### src/rtl/game_timer.sv
// Round countdown timer: loads a mode-selected duration, counts whole seconds from a
// clock prescaler while enabled, and holds Timeout once the count reaches zero.
module game_timer #(
    parameter int TICKS_PER_SEC = 50000000,
    parameter int SECS_MODE0    = 60,
    parameter int SECS_MODE1    = 30,
    parameter int SECS_MODE2    = 20,
    parameter int SECS_MODE3    = 15,
    parameter int WARN_SECS     = 5
) (
    input  logic       clk,
    input  logic       rst,
    input  logic       ReconfigTimer,
    input  logic       enable,
    input  logic [1:0] mode,
    output logic       Timeout,
    output logic [6:0] secs_left,
    output logic [3:0] secs_tens,
    output logic [3:0] secs_ones,
    output logic       tick,
    output logic       warn,
    output logic [1:0] state_dbg
);

    localparam int PW = (TICKS_PER_SEC > 1) ? $clog2(TICKS_PER_SEC) : 1;
    localparam logic [PW-1:0] PRESC_LAST = PW'(TICKS_PER_SEC - 1);

    typedef enum logic [1:0] {IDLE, ARMED, RUN, EXPIRED} state_t;

    state_t        state, state_n;
    logic [PW-1:0] presc, presc_n;
    logic [6:0]    secs_n, dur_sel;
    logic          to_n, tick_n, warn_n, count_en;

    always_comb begin
        case (mode)
            2'b00:   dur_sel = 7'(SECS_MODE0);
            2'b01:   dur_sel = 7'(SECS_MODE1);
            2'b10:   dur_sel = 7'(SECS_MODE2);
            default: dur_sel = 7'(SECS_MODE3);
        endcase
    end

    assign count_en = enable && !ReconfigTimer && (state == ARMED || state == RUN);

    // Reload wins over counting; a paused RUN keeps its partial second in presc.
    always_comb begin
        state_n = state;
        secs_n  = secs_left;
        presc_n = presc;
        to_n    = Timeout;
        tick_n  = 1'b0;
        if (ReconfigTimer) begin
            state_n = ARMED;
            secs_n  = dur_sel;
            presc_n = '0;
            to_n    = 1'b0;
        end else if (count_en) begin
            state_n = RUN;
            if (presc == PRESC_LAST) begin
                presc_n = '0;
                if (secs_left != 7'd0) begin
                    secs_n = secs_left - 7'd1;
                    tick_n = 1'b1;
                    if (secs_left == 7'd1) begin
                        to_n    = 1'b1;
                        state_n = EXPIRED;
                    end
                end
            end else begin
                presc_n = presc + PW'(1);
            end
        end
        warn_n = (state_n == ARMED || state_n == RUN) &&
                 (secs_n != 7'd0) && (secs_n <= 7'(WARN_SECS));
    end

    always_ff @(posedge clk or negedge rst) begin
        if (!rst) begin
            state     <= IDLE;
            presc     <= '0;
            secs_left <= 7'd0;
            Timeout   <= 1'b0;
            tick      <= 1'b0;
            warn      <= 1'b0;
        end else begin
            state     <= state_n;
            presc     <= presc_n;
            secs_left <= secs_n;
            Timeout   <= to_n;
            tick      <= tick_n;
            warn      <= warn_n;
        end
    end

    assign secs_tens = 4'(secs_left / 7'd10);
    assign secs_ones = 4'(secs_left % 7'd10);
    assign state_dbg = state;

endmodule

### config.mk
export PLATFORM = sky130hd
export DESIGN_NAME = game_timer
export DESIGN_NICKNAME = d
export VERILOG_FILES = /design/src/rtl/game_timer.sv
export SDC_FILE = /design/constraint.sdc
export NUM_CORES = 1
export LEC_CHECK = 0
export CORE_MARGIN = 2
export CORE_UTILIZATION = 36
export CTS_CLUSTER_DIAMETER = 150
export CTS_CLUSTER_SIZE = 24
export DETAILED_ROUTE_END_ITERATION = 10
export GPL_TIMING_DRIVEN = 1
export PLACE_DENSITY = 0.6
export SLEW_MARGIN = 20
export SYNTH_ARGS = -nofsm -noshare
export SYNTH_HDL_FRONTEND = slang
export SYNTH_SLANG_ARGS = --single-unit
export TNS_END_PERCENT = 5
### constraint.sdc
create_clock -name clk -period 3.4 [get_ports clk]
set_input_delay 0.34 -clock clk [delete_from_list [all_inputs] [get_ports clk]]
set_output_delay 0.34 -clock clk [all_outputs]
set_load 0.01 [all_outputs]
Word-level counts from Yosys, hierarchy flattened --
Cells that the tools add are included.
Word-level totals: bits in registers 38, bits of input ports 6, output and inout bits 20, word-level logic and storage cells 56
Operators by class: add/sub/neg operators 2, div/mod/pow operators 2, order comparisons 1, equality and inequality tests 8, multiplexer cells 22, reduce and logical (&&, ||, !) cells 15
Operators by type and width (count):
- 2-to-1 mux 26 bit | 3
- 2-to-1 mux 7 bit | 4
- adder 26 x 1 -> 26 bit, second input constant | 1
- equality test 26 bit, second input constant | 1
- one-hot mux 6 bit (3 select lines) | 1
- nonzero test 7 bit | 2
- 2-to-1 mux 1 bit | 12
- nonzero test 2 bit | 4
- divider 7 x 4 -> 7 bit, second input constant | 1
- equality test 7 x 1 -> 1 bit, second input constant | 1
- <= comparator 7 x 3 -> 1 bit, second input constant | 1
- modulo 7 x 4 -> 7 bit, second input constant | 1
- subtractor 7 x 1 -> 7 bit, second input constant | 1
- equality test 2 x 1 -> 1 bit, second input constant | 3
- equality test 2 bit, second input constant | 3
- logical AND 1 bit | 4
- 2-to-1 mux 2 bit | 2
- AND reduction 4 bit | 1
- zero test 2 bit | 1
- logical OR 1 bit | 2
- zero test 1 bit | 1

Longest topological paths before layout --
Gate-level depths: netlist of the first run.
depth after elaboration 10, gate-level depth with buffers 13, depth with buffers taken out 11

Least setup slack after synthesis of the first run --
No wires, ideal clock.
path kind register to output, start reg secs_left[3], end out secs_ones[2], data arrival time 2525 ps, required time 3060 ps, setup slack 535 ps, stages on the path, launching flop included 12, path buffers 2, cell sequence dfrtp_1 clkbuf_1 nand2b_1 xor2_1 o31ai_1 nor2_1 ha_1 clkbuf_1 o21a_1 o311ai_0 o22ai_1 mux2i_1
On the way: word-level cells in the longest chain between the ends 1
RTL lines:
- start, declared | line 17 | output logic [6:0] secs_left,
- start signal, assigned | line 89 | secs_left <= secs_n;
- modulo 7 x 4 -> 7 bit | line 97 | assign secs_ones = 4'(secs_left % 7'd10);
- end, declared | line 19 | output logic [3:0] secs_ones,
No other way between the ends.

Worst setup path after layout of the first run --
Same ends and word-level chain as after synthesis.

==> results of run 1 <==
==> power groups by stage <==
| stage | registers (mW) | logic [mW] | clock network (mW) |
|---|---|---|---|
| final | 0.472 | 0.209 | 0.325 |
| after global routing | 0.475 | 0.234 | 0.357 |
| after CTS | 0.472 | 0.208 | 0.338 |
| after detailed placement | 0.481 | 0.207 | 0 |
| after global placement | 0.481 | 0.205 | 0 |
| after floorplan | 0.483 | 0.115 | 0 |
==> final cells by class <==
cell class	count	area, um2
sequential	38	953.4
clock inverter	1	5.005
timing repair buffer	36	332.8
tap	99	123.9
fill	754	4039
clock buffer	7	86.33
multi-input combinational	256	1633
inverter	11	41.29
==> kinds of logic (layout without fill, tap and decap cells) <==
logic type	after synthesis	count (layout)	share of synthesized area [%]
buffers and inverters	28	55	4.390
DFF	38	38	35.50
adders and majority gates	6	6	2.802
muxes	3	3	1.121
AOI/OAI and AO/OA	59	59	14.67
and+or+nand+nor	159	159	32.04
xor gates and xnor gates	29	29	9.481
==> routing by layer <==
metal	track usage [%]	vias up	routed length (um)
li1	-	1205	-
met1	22.52	1125	3069
met5	0	-	0
met3	2.922	12	238
met2	26.88	57	3000
met4	4.744	0	81
==> stage by stage <==
stage	std cells	worst slack, ns	power [mW]	hold slack [ns]
after floorplan	322	0.5348	0.5976	0.04441
after global routing	448	-0.1717	1.066	0.2225
after global placement	440	0.1938	0.6858	0.4817
after detailed placement	440	0.1785	0.6879	0.4953
final	448	0.01982	1.007	0.1507
after CTS	448	0.02863	1.018	0.1819
==> registers in the layout (all words and copies together) (netlist names) <==
name,flops
presc,26
secs_left,7
state_dbg,2
Timeout,1
tick,1
warn,1
==> cells in the final DEF (no fill, tap or decap), types with 3 or more instances in the layout <==
| master | count |
|---|---|
| clkdlybuf4s50_1 | 22 |
| dfrtp_1 | 36 |
| o21ai_1 | 4 |
| nor2b_1 | 3 |
| or3_1 | 4 |
| xor2_1 | 10 |
| nor2_1 | 40 |
| nand2_1 | 31 |
| o21ai_0 | 12 |
| mux2i_1 | 3 |
| and3_1 | 10 |
| nand2b_1 | 9 |
| a21oi_1 | 12 |
| nor4_1 | 10 |
| nand4_1 | 4 |
| nor3_1 | 9 |
| clkbuf_8 | 6 |
| nand3_1 | 13 |
| buf_4 | 11 |
| xnor2_1 | 19 |
| ha_1 | 6 |
| o21a_1 | 3 |
| inv_1 | 11 |
| or4_1 | 3 |
==> what timing repair did <==
action                                  in CTS  in global routing
hold endpoints to repair                     0                  0
resized for setup                            4                  8
pin swaps                                    1                  0
endpoints found under the setup margin       3                  4
==> path summary, 6_finish.rpt <==
kind | endpoint | slack [ns] | cells after the start
worst max register to register | warn | 0.77 | 8
worst min register to register | Timeout | 0.51 | 2
max in group asynchronous | secs_left[2] | 2.68 | 1
worst max-delay path | secs_ones[2] | 0.02 | 11
min in group clk | Timeout | 0.51 | 2
worst min-delay path | secs_left[5] | 0.15 | 1
==> metrics.md, run 1 <==
| Metric | Value |
|---|---|
| GR Util All Layers | 16.49% |
| Most area-hungry cell type in the Yosys netlist | dfrtp_1 |
| Synth Flop Type | dfrtp_1 |
| I/O pin cnt | 26 |
| WP data arrival | 3.04 ns |
| Max-Cap Viols | 0 |
| ANT nets after route | 0 |
| Seq pwr share | 46.9% |
| Clock Skews | 0.01247 ns |
| Worst-path fanout max | 10 |
| CTS tree | built |
| Area post-placement | 3054 um2 |
| Final Cycle Share | 99.42% |
| Crit path time final | 3.380 ns |
| Clock power share | 32.3% |
| Rows | 31 |
| Via count | 2399 |
| Drt initial violations | 150 |
| Half-perimeter wire length after placement | 4577 um |
| Worst-Margin Slew | 0.8463 ns |
| PortBufs | 25 |
| Post-synth EDFFs | 0 |
| LEAKAGE | 1.272 nW |
| Initial antenna violation count | 0 |
| Syn avg cell area | 8.319 um2 |
| P&R area growth vs syn | 18.54% |
| Clock buffer depth | 2 |
| Total Die Area | 8147 um2 |
| Core Box Area | 7214 um2 |
| CP peak stage delay | 0.55 ns |
| Hold Buf Count CTS | 0 |
| Power Internal | 720.2 uW |
| Final Hold Violating Endpoints | 0 |
| Setup crit start | secs_left[3] |
| Count leader, synth | nor2_1 |
| DRC viols | 0 |
| Initial Util | 37.13% |
| Worst reg2reg path startpoint | secs_left[1] |
| Outcome | finished, final reports clean |
| WL/cell | 14.26 um |
| Combinational Power Share | 20.8% |
| Worst path bufs/invs | 2 |
| Clock Sinks | 38 |
| Vias per cell | 5.355 |
| Cell area after synthesis | 2679 um2 |
| Crit path required time | 3.06 ns |
| Power per cell area | 317.1 nW/um2 |
| Critical Path Sink Type | output port |
| Yosys warns | 0 |
| Synth unique cells | 59 |
| H-tree levels | 2 |
| CTS buffer count | 5 |
| First-pass GRT wire length | 11170 um |
| #FFs+latches synth | 38 |
| Setup Fix Bufs, Post-CTS | 0 |
| Setup TNS | 0 ns |
| Global route total overflow | 0 |
| Top-area cell type share of the netlist area | 35.50% |
| P_sw | 286.9 uW |
| WL final | 6390 um |
| Critical path's slowest cell | clkdlybuf4s50_1 |
| Max-slew violation count | 0 |
| Top cells by count, synth | nor2_1, dfrtp_1, nand2_1 |
| Critical path type | flop to output port |
| Layout cells sized above 1 | 10.60% |
| Die span in x | 90.26 um |
| Worst-path clk slew | 0.08 ns |
| CP top delay family | compound AO/OA/AOI/OAI gates |
| Skew-Pair Late Insertion Delay | 0.29 ns |
| Post-synth net total | 334 |
| Async S/R FF share, synth | 100.0% |
| # nets final | 360 |
| Design Area, Final | 3176 um2 |
| Relative slew slack | 43.58% |
| Fin util | 44.02% |
| First-pass iteration count of the detailed router | 5 |
| Post-synthesis sequential area ratio | 35.50% |
| Vias in the first global route | 2386 |
| FMAX | 295.8 MHz |
| Hold WC Path Type | input pin to asynchronous set/reset pin |
| Die height | 90.26 um |
| Crit path launch type | flop |
| CP Cell Sequence | nand2b_1 -> xor2_1 -> o31ai_2 -> nor2_1 -> ha_1 -> buf_4 -> o21a_1 -> o311ai_1 -> o22ai_2 -> mux2i_1 -> clkdlybuf4s50_1 |
| Unrepaired setup endpoints after global routing | yes |
| GPL Wtd Cong | 0.9024 |
| Sw Share | 28.49% |
| Antenna diodes | 0 |
| Clock Root Buffer | clkbuf_8 |
| Pin count of the biggest net entering global routing | 39 |
| Ranking of synthesized cells by area | dfrtp_1, xnor2_1, nor2_1 |
| Maximum vdd ir drop | 0.2199 mV |
| Cells after Synth | 322 |
| Finish-stage setup viols | 0 |
Power figures use the tool's default switching activity.
==> inputs of run 2 (changes only) <==
--- a/config.mk
+++ b/config.mk
@@ -10,6 +10,7 @@
 export CTS_CLUSTER_DIAMETER = 150
 export CTS_CLUSTER_SIZE = 24
 export DETAILED_ROUTE_END_ITERATION = 10
+export GPL_ROUTABILITY_DRIVEN = 0
 export GPL_TIMING_DRIVEN = 1
 export PLACE_DENSITY = 0.6
 export SLEW_MARGIN = 20
==> run 2 against run 1 <==
Routed wire length grew 0.58%. Non-clock buffer count grew 3. Global-route usage grew 0.16 points. First-iteration DRC count grew 35%. Largest cell class unchanged. Critical path type unchanged. Cell area grew 0.39%.
==> metrics.md, run 2 (same netlist as run 1, synthesis figures left out) <==
| Metric | Value |
|---|---|
| Initial antenna violation count | 0 (unchanged) |
| Worst Reg2Reg Path Length in Cells | 8 (unchanged) |
| Worst-path fanout max | 6 (-4) |
| Power per cell area | 308.1 nW/um2 (-2.8%) |
| Final Hold Violating Endpoints | 0 (unchanged) |
| Layout cells sized above 1 | 10.83% (+0.22 points) |
| Hold WC Path Type | input pin to asynchronous set/reset pin |
| DRC viols | 0 (unchanged) |
| Drt initial violations | 203 (+35%) |
| Via count | 2430 (+1.3%) |
| Rows | 31 (unchanged) |
| LEAKAGE | 1.274 nW (+0.19%) |
| R2r setup slk | 0.65 ns (-0.12 ns) |
| Setup WS post-layout | 0.1594 ns (+0.1396 ns) |
| FF-to-FF End | warn |
| Clock buffer depth | 2 (unchanged) |
| Worst-Margin Slew | 0.8385 ns (-0.007811 ns) |
| Antenna diodes | 0 (unchanged) |
| Crit path launch type | flop |
| Crit path required time | 3.06 ns (about the same) |
| Die span in x | 90.26 um (unchanged) |
| First-pass iteration count of the detailed router | 5 (unchanged) |
| Pin count of the biggest net entering global routing | 39 (unchanged) |
| Worst-path clk slew | 0.07 ns (about the same) |
| Max-slew violation count | 0 (unchanged) |
| Final Power | 982.4 uW (-2.5%) |
| WL/cell | 14.28 um (+0.13%) |
| Total Die Area | 8147 um2 (unchanged) |
| M3 GR Usage | 2.254% (-0.67 points) |
| CTS tree | built |
| Skew-Pair Late Insertion Delay | 0.29 ns (about the same) |
| Area post-placement | 3062 um2 (+0.25%) |
| P&R area growth vs syn | 19.01% |
| Clock Sinks | 38 (unchanged) |
| Most common cell after layout, fill and taps aside | nor2_1 |
| Global route total overflow | 0 (unchanged) |
| Setup crit start | secs_left[3] |
| Critical path type | flop to output port |
| Met1 GRT Util | 22.99% (+0.48 points) |
| Finish-stage setup viols | 0 (unchanged) |
| Hold slack | 0.1510 ns (+0.0003050 ns) |
| Initial Util | 37.13% (unchanged) |
| Outcome | finished, final reports clean |
| ANT nets after route | 0 (unchanged) |
| Maximum vdd ir drop | 0.2170 mV (-1.3%) |
| Core Box Area | 7214 um2 (unchanged) |
| Global Route met2 Usage | 26.57% (-0.31 points) |
| H-tree levels | 2 (unchanged) |
| GRT busiest layer | met2 |
| CTS buffer count | 5 (unchanged) |
| WL final | 6427 um (+0.58%) |
| Clock Root Buffer | clkbuf_8 |
| Final Cycle Share | 95.31% (-4.1 points) |
| Half-perimeter wire length after placement | 4493 um (-1.8%) |
| Critical Path Sink Type | output port |
| Clock Skews | 0.004795 ns (-0.007671 ns) |
| Worst reg2reg path startpoint | secs_left[1] |
| Max-Cap Viols | 0 (unchanged) |
| Design Area, Final | 3188 um2 (+0.39%) |
| Unrepaired setup endpoints after global routing | no |
| First-pass GRT wire length | 11410 um (+2.1%) |
| Most frequent cells in the layout | nor2_1, dfrtp_1, nand2_1 |
| Max reg flops | 26 (unchanged) |
| I/O pin cnt | 26 (unchanged) |
| # nets final | 363 (+0.83%) |
| Register with the most flip-flops | presc |
| Hold Buf Count CTS | 0 (unchanged) |
| Worst Setup EP | secs_ones[2] |
| GR Util All Layers | 16.65% (+0.16 points) |
| PortBufs | 25 (unchanged) |
| Setup TNS | 0 ns (unchanged) |
| Vias in the first global route | 2376 (-0.42%) |
| Pre-CTS setup slack | 0.1254 ns (-0.05311 ns) |
| Crit path time final | 3.241 ns (-0.1396 ns) |
| Relative slew slack | 44.10% (+0.52 points) |
| Die height | 90.26 um (unchanged) |
| Vias per cell | 5.400 (+0.84%) |
| WP data arrival | 2.90 ns (-0.14 ns) |
| FMAX | 308.6 MHz (+4.3%) |
## run 2: cell types whose count changed in the layout (fill, tap and decap cells not counted), sizes merged
cell	delta
dlymetal6s2s	-1
clkdlybuf4s15	+1
clkinv	-1
buf	+3
clkdlybuf4s50	-1
dlygate4sd2	+1
## run 2: worst min path at each step
stage,endpoint
floorplan,Timeout
global placement,Timeout
finish,presc[19]
CTS,presc[24]
global route,presc[24]
detailed placement,presc[15]
## run 2: cell type report
cell class                 instances  area, um2
tap                               99      123.9
fill                             718       4026
inverter                          11      41.29
sequential                        38      952.2
clock buffer                       7      76.32
timing repair buffer              39      355.3
multi-input combinational        256       1639
## run 2: what timing repair did
action,in CTS,in global routing
setup endpoints to repair,4,4
setup buffers,0,2
pin swaps,1,2
resized for setup,6,11
gates cloned,0,0
## run 2: through the flow
step                utilization, %  instances
floorplan                        -        322
global placement             42.44        441
global route                 44.19        450
detailed placement           42.44        441
finish                       44.19        450
CTS                          43.62        448
## run 2: power breakdown
group          total, mW  internal (mW)  switching (mW)
sequential         0.474          0.461          0.0126
clock              0.296          0.141           0.155
combinational      0.212         0.0984           0.114
total              0.982          0.701           0.282
## run 2: critical path: stages (launching register included)
cell,delay [ns]
dfrtp_1,0.39
nand2b_4,0.16
xor2_1,0.15
o31ai_2,0.32
nor2_1,0.11
ha_2,0.22
nor2b_1,0.15
o32ai_1,0.22
nand2_1,0.07
o311ai_0,0.12
o22ai_2,0.16
buf_4,0.16
mux2i_1,0.13
clkdlybuf4s15_1,0.25
## run 2: metal layers
metal	routed length [um]	vias up	part of all wire [%]
met5	0	-	0
met4	134	0	2.1
met3	276	15	4.3
met2	2959	62	46
met1	3056	1149	48
li1	-	1204	-
==> inputs of run 3 (changes only) <==
--- a/config.mk
+++ b/config.mk
@@ -6,13 +6,13 @@
 export NUM_CORES = 1
 export LEC_CHECK = 0
 export CORE_MARGIN = 2
-export CORE_UTILIZATION = 36
+export CORE_UTILIZATION = 58
 export CTS_CLUSTER_DIAMETER = 150
 export CTS_CLUSTER_SIZE = 24
 export DETAILED_ROUTE_END_ITERATION = 10
 export GPL_ROUTABILITY_DRIVEN = 0
 export GPL_TIMING_DRIVEN = 1
-export PLACE_DENSITY = 0.6
+export PLACE_DENSITY = 0.89
 export SLEW_MARGIN = 20
 export SYNTH_ARGS = -nofsm -noshare
 export SYNTH_HDL_FRONTEND = slang
==> run 3 against run 2 <==
Sequential share of layout area rose by 0.094 points. Core utilization rose by 28 points. Combinational power barely moved. Worst setup slack got worse by 0.13 ns. Fmax fell by 3.8%. Count of clock-buffer cells in the layout fell by 1. Clock skew rose by 0.0025 ns. Register-to-register slack improved by 0.10 ns. Hold slack got worse by 0.012 ns. Critical endpoint is now secs_tens[0]. Largest cell class unchanged.
==> metrics.md, run 3 (same netlist as run 1, synthesis figures left out) <==
| Metric | Value |
|---|---|
| Placed Cells | 389 (-12%) |
| H-tree levels | 2 (unchanged) |
| WP data arrival | 3.03 ns (+0.13 ns) |
| Crit path launch type | flop |
| Clock buffer depth | 2 (unchanged) |
| Initial Util | 60.69% (+24 points) |
| # nets final | 363 (unchanged) |
| WL/cell | 16.24 um (+14%) |
| Max reg flops | 26 (unchanged) |
| Most frequent cells in the layout | nor2_1, dfrtp_1, nand2_1 |
| I/O pin cnt | 26 (unchanged) |
| Outcome | finished, final reports clean |
| DR WL met2 | 3149 um (+6.4%) |
| Hold WC Path Type | input pin to asynchronous set/reset pin |
| Max-slew violation count | 0 (unchanged) |
| Relative slew slack | 44.99% (+0.89 points) |
| WL final | 6546 um (+1.9%) |
| Final Hold Violating Endpoints | 0 (unchanged) |
| DRC viols | 0 (unchanged) |
| Maximum vdd ir drop | 0.3187 mV (+47%) |
| Area post-placement | 2965 um2 (-3.1%) |
| CTS tree | built |
| Post-Layout Cell Count | 403 (-10%) |
| Met3 routed WL | 371 um (+34%) |
| Total Die Area | 5178 um2 (-36%) |
| Initial antenna violation count | 0 (unchanged) |
| Die span in x | 71.96 um (-20%) |
| Design Area, Final | 3178 um2 (-0.31%) |
| Skew-Pair Late Insertion Delay | 0.30 ns (about the same) |
| Hold Buf Count CTS | 0 (unchanged) |
| Drt initial violations | 171 (-16%) |
| Worst Reg2Reg Path Length in Cells | 8 (unchanged) |
| Worst-Margin Slew | 0.8252 ns (-0.01330 ns) |
| Max-Cap Viols | 0 (unchanged) |
| Via count | 2537 (+4.4%) |
| Worst reg2reg path startpoint | secs_left[1] |
| Most common cell after layout, fill and taps aside | nor2_1 |
| Clock Root Buffer | clkbuf_8 |
| Worst-path clk slew | 0.08 ns (about the same) |
| Hold slack | 0.1393 ns (-0.01172 ns) |
| Crit path required time | 3.06 ns (about the same) |
| Register with the most flip-flops | presc |
| FF-to-FF End | warn |
| Final Power | 1.075 mW (+9.5%) |
| Clock Sinks | 38 (unchanged) |
| LEAKAGE | 1.299 nW (+1.9%) |
| PortBufs | 25 (unchanged) |
| First-pass iteration count of the detailed router | 5 (unchanged) |
| Critical path type | flop to output port |
| Vias per cell | 6.295 (+17%) |
| Crit path time final | 3.367 ns (+0.1267 ns) |
| Worst-path fanout max | 10 (+4) |
| First-pass GRT wire length | 11120 um (-2.5%) |
| R2r setup slk | 0.75 ns (+0.10 ns) |
| Clock Skews | 0.007281 ns (+0.002486 ns) |
| Global route total overflow | 0 (unchanged) |
| Core Box Area | 4414 um2 (-39%) |
| Layout cells sized above 1 | 12.25% (+1.4 points) |
| FMAX | 297.0 MHz (-3.8%) |
| GR Util All Layers | 27.32% (+11 points) |
| Unrepaired setup endpoints after global routing | yes |
| Max Used Layer | met4 |
| Critical Path Sink Type | output port |
| P&R area growth vs syn | 18.64% |
| Vias in the first global route | 2385 (+0.38%) |
| Half-perimeter wire length after placement | 4327 um (-3.7%) |
| CTS buffer count | 5 (unchanged) |
| Final Cycle Share | 99.04% (+3.7 points) |
| Rows | 24 (-23%) |
| Antenna diodes | 0 (unchanged) |
| Fin util | 72.00% (+28 points) |
| Die height | 71.96 um (-20%) |
| Pin count of the biggest net entering global routing | 39 (unchanged) |
| ANT nets after route | 0 (unchanged) |
| M1 WL | 2916 um (-4.6%) |
| Finish-stage setup viols | 0 (unchanged) |
| Power per cell area | 338.3 nW/um2 (+9.8%) |
-- run 3: what timing repair did --
item,4_1_cts,5_1_grt
gates resized for setup,8,9
setup endpoints to repair,3,4
cloned,0,0
pin swaps,2,1
setup buffers,7,0
-- run 3: worst max-delay path by stage --
stage	start	end	slack, ns	depth (start not counted)
after floorplan	secs_left[3]	secs_ones[2]	0.53	11
after global placement	secs_left[2]	secs_ones[2]	0.23	10
after detailed placement	secs_left[2]	secs_ones[1]	0.15	10
after CTS	secs_left[3]	secs_ones[3]	0.03	10
after global routing	secs_left[2]	secs_tens[0]	-0.15	11
final	secs_left[2]	secs_tens[0]	0.03	11
-- run 3: per-layer routing --
layer  vias to the layer above  GRT usage (%)
li1                       1209              -
met5                         -              0
met3                        12          5.556
met4                         0          11.32
met2                       100          42.90
met1                      1216          37.27
-- run 3: power by group --
group / total [mW] / switching [mW] / internal (mW) / leakage [nW]
Combinational: 0.211 / 0.118 / 0.0927 / 0.733
Sequential: 0.473 / 0.0115 / 0.461 / 0.508
Clock: 0.392 / 0.157 / 0.235 / 0.0573
Total: 1.08 / 0.287 / 0.788 / 1.30
-- run 3: cell type report --
| class | count | area, um2 |
|---|---|---|
| Multi-Input combinational cell | 256 | 1653 |
| Fill cell | 326 | 1236 |
| Sequential cell | 38 | 952.2 |
| Timing Repair Buffer | 39 | 354.1 |
| Clock buffer | 6 | 82.58 |
| Tap cell | 52 | 65.06 |
| Inverter | 11 | 41.29 |
| Clock inverter | 1 | 30.03 |
-- run 3: stage by stage --
step	setup TNS (ns)	worst slack [ns]
after floorplan	0	0.5348
after global placement	0	0.2263
after detailed placement	0	0.1542
after CTS	0	0.03038
after global routing	-0.1518	-0.1518
final	0	0.03268
-- run 3: critical path, stage by stage (launching register included) --
cell             delay [ns]
dfrtp_2                0.47
and2b_2                0.29
o31ai_2                0.31
nor2_1                 0.11
ha_1                   0.22
nor2b_1                0.16
o32ai_1                0.23
nand2_1                0.10
o311ai_2               0.09
o22ai_2                0.14
inv_1                  0.07
clkdlybuf4s50_1        0.52
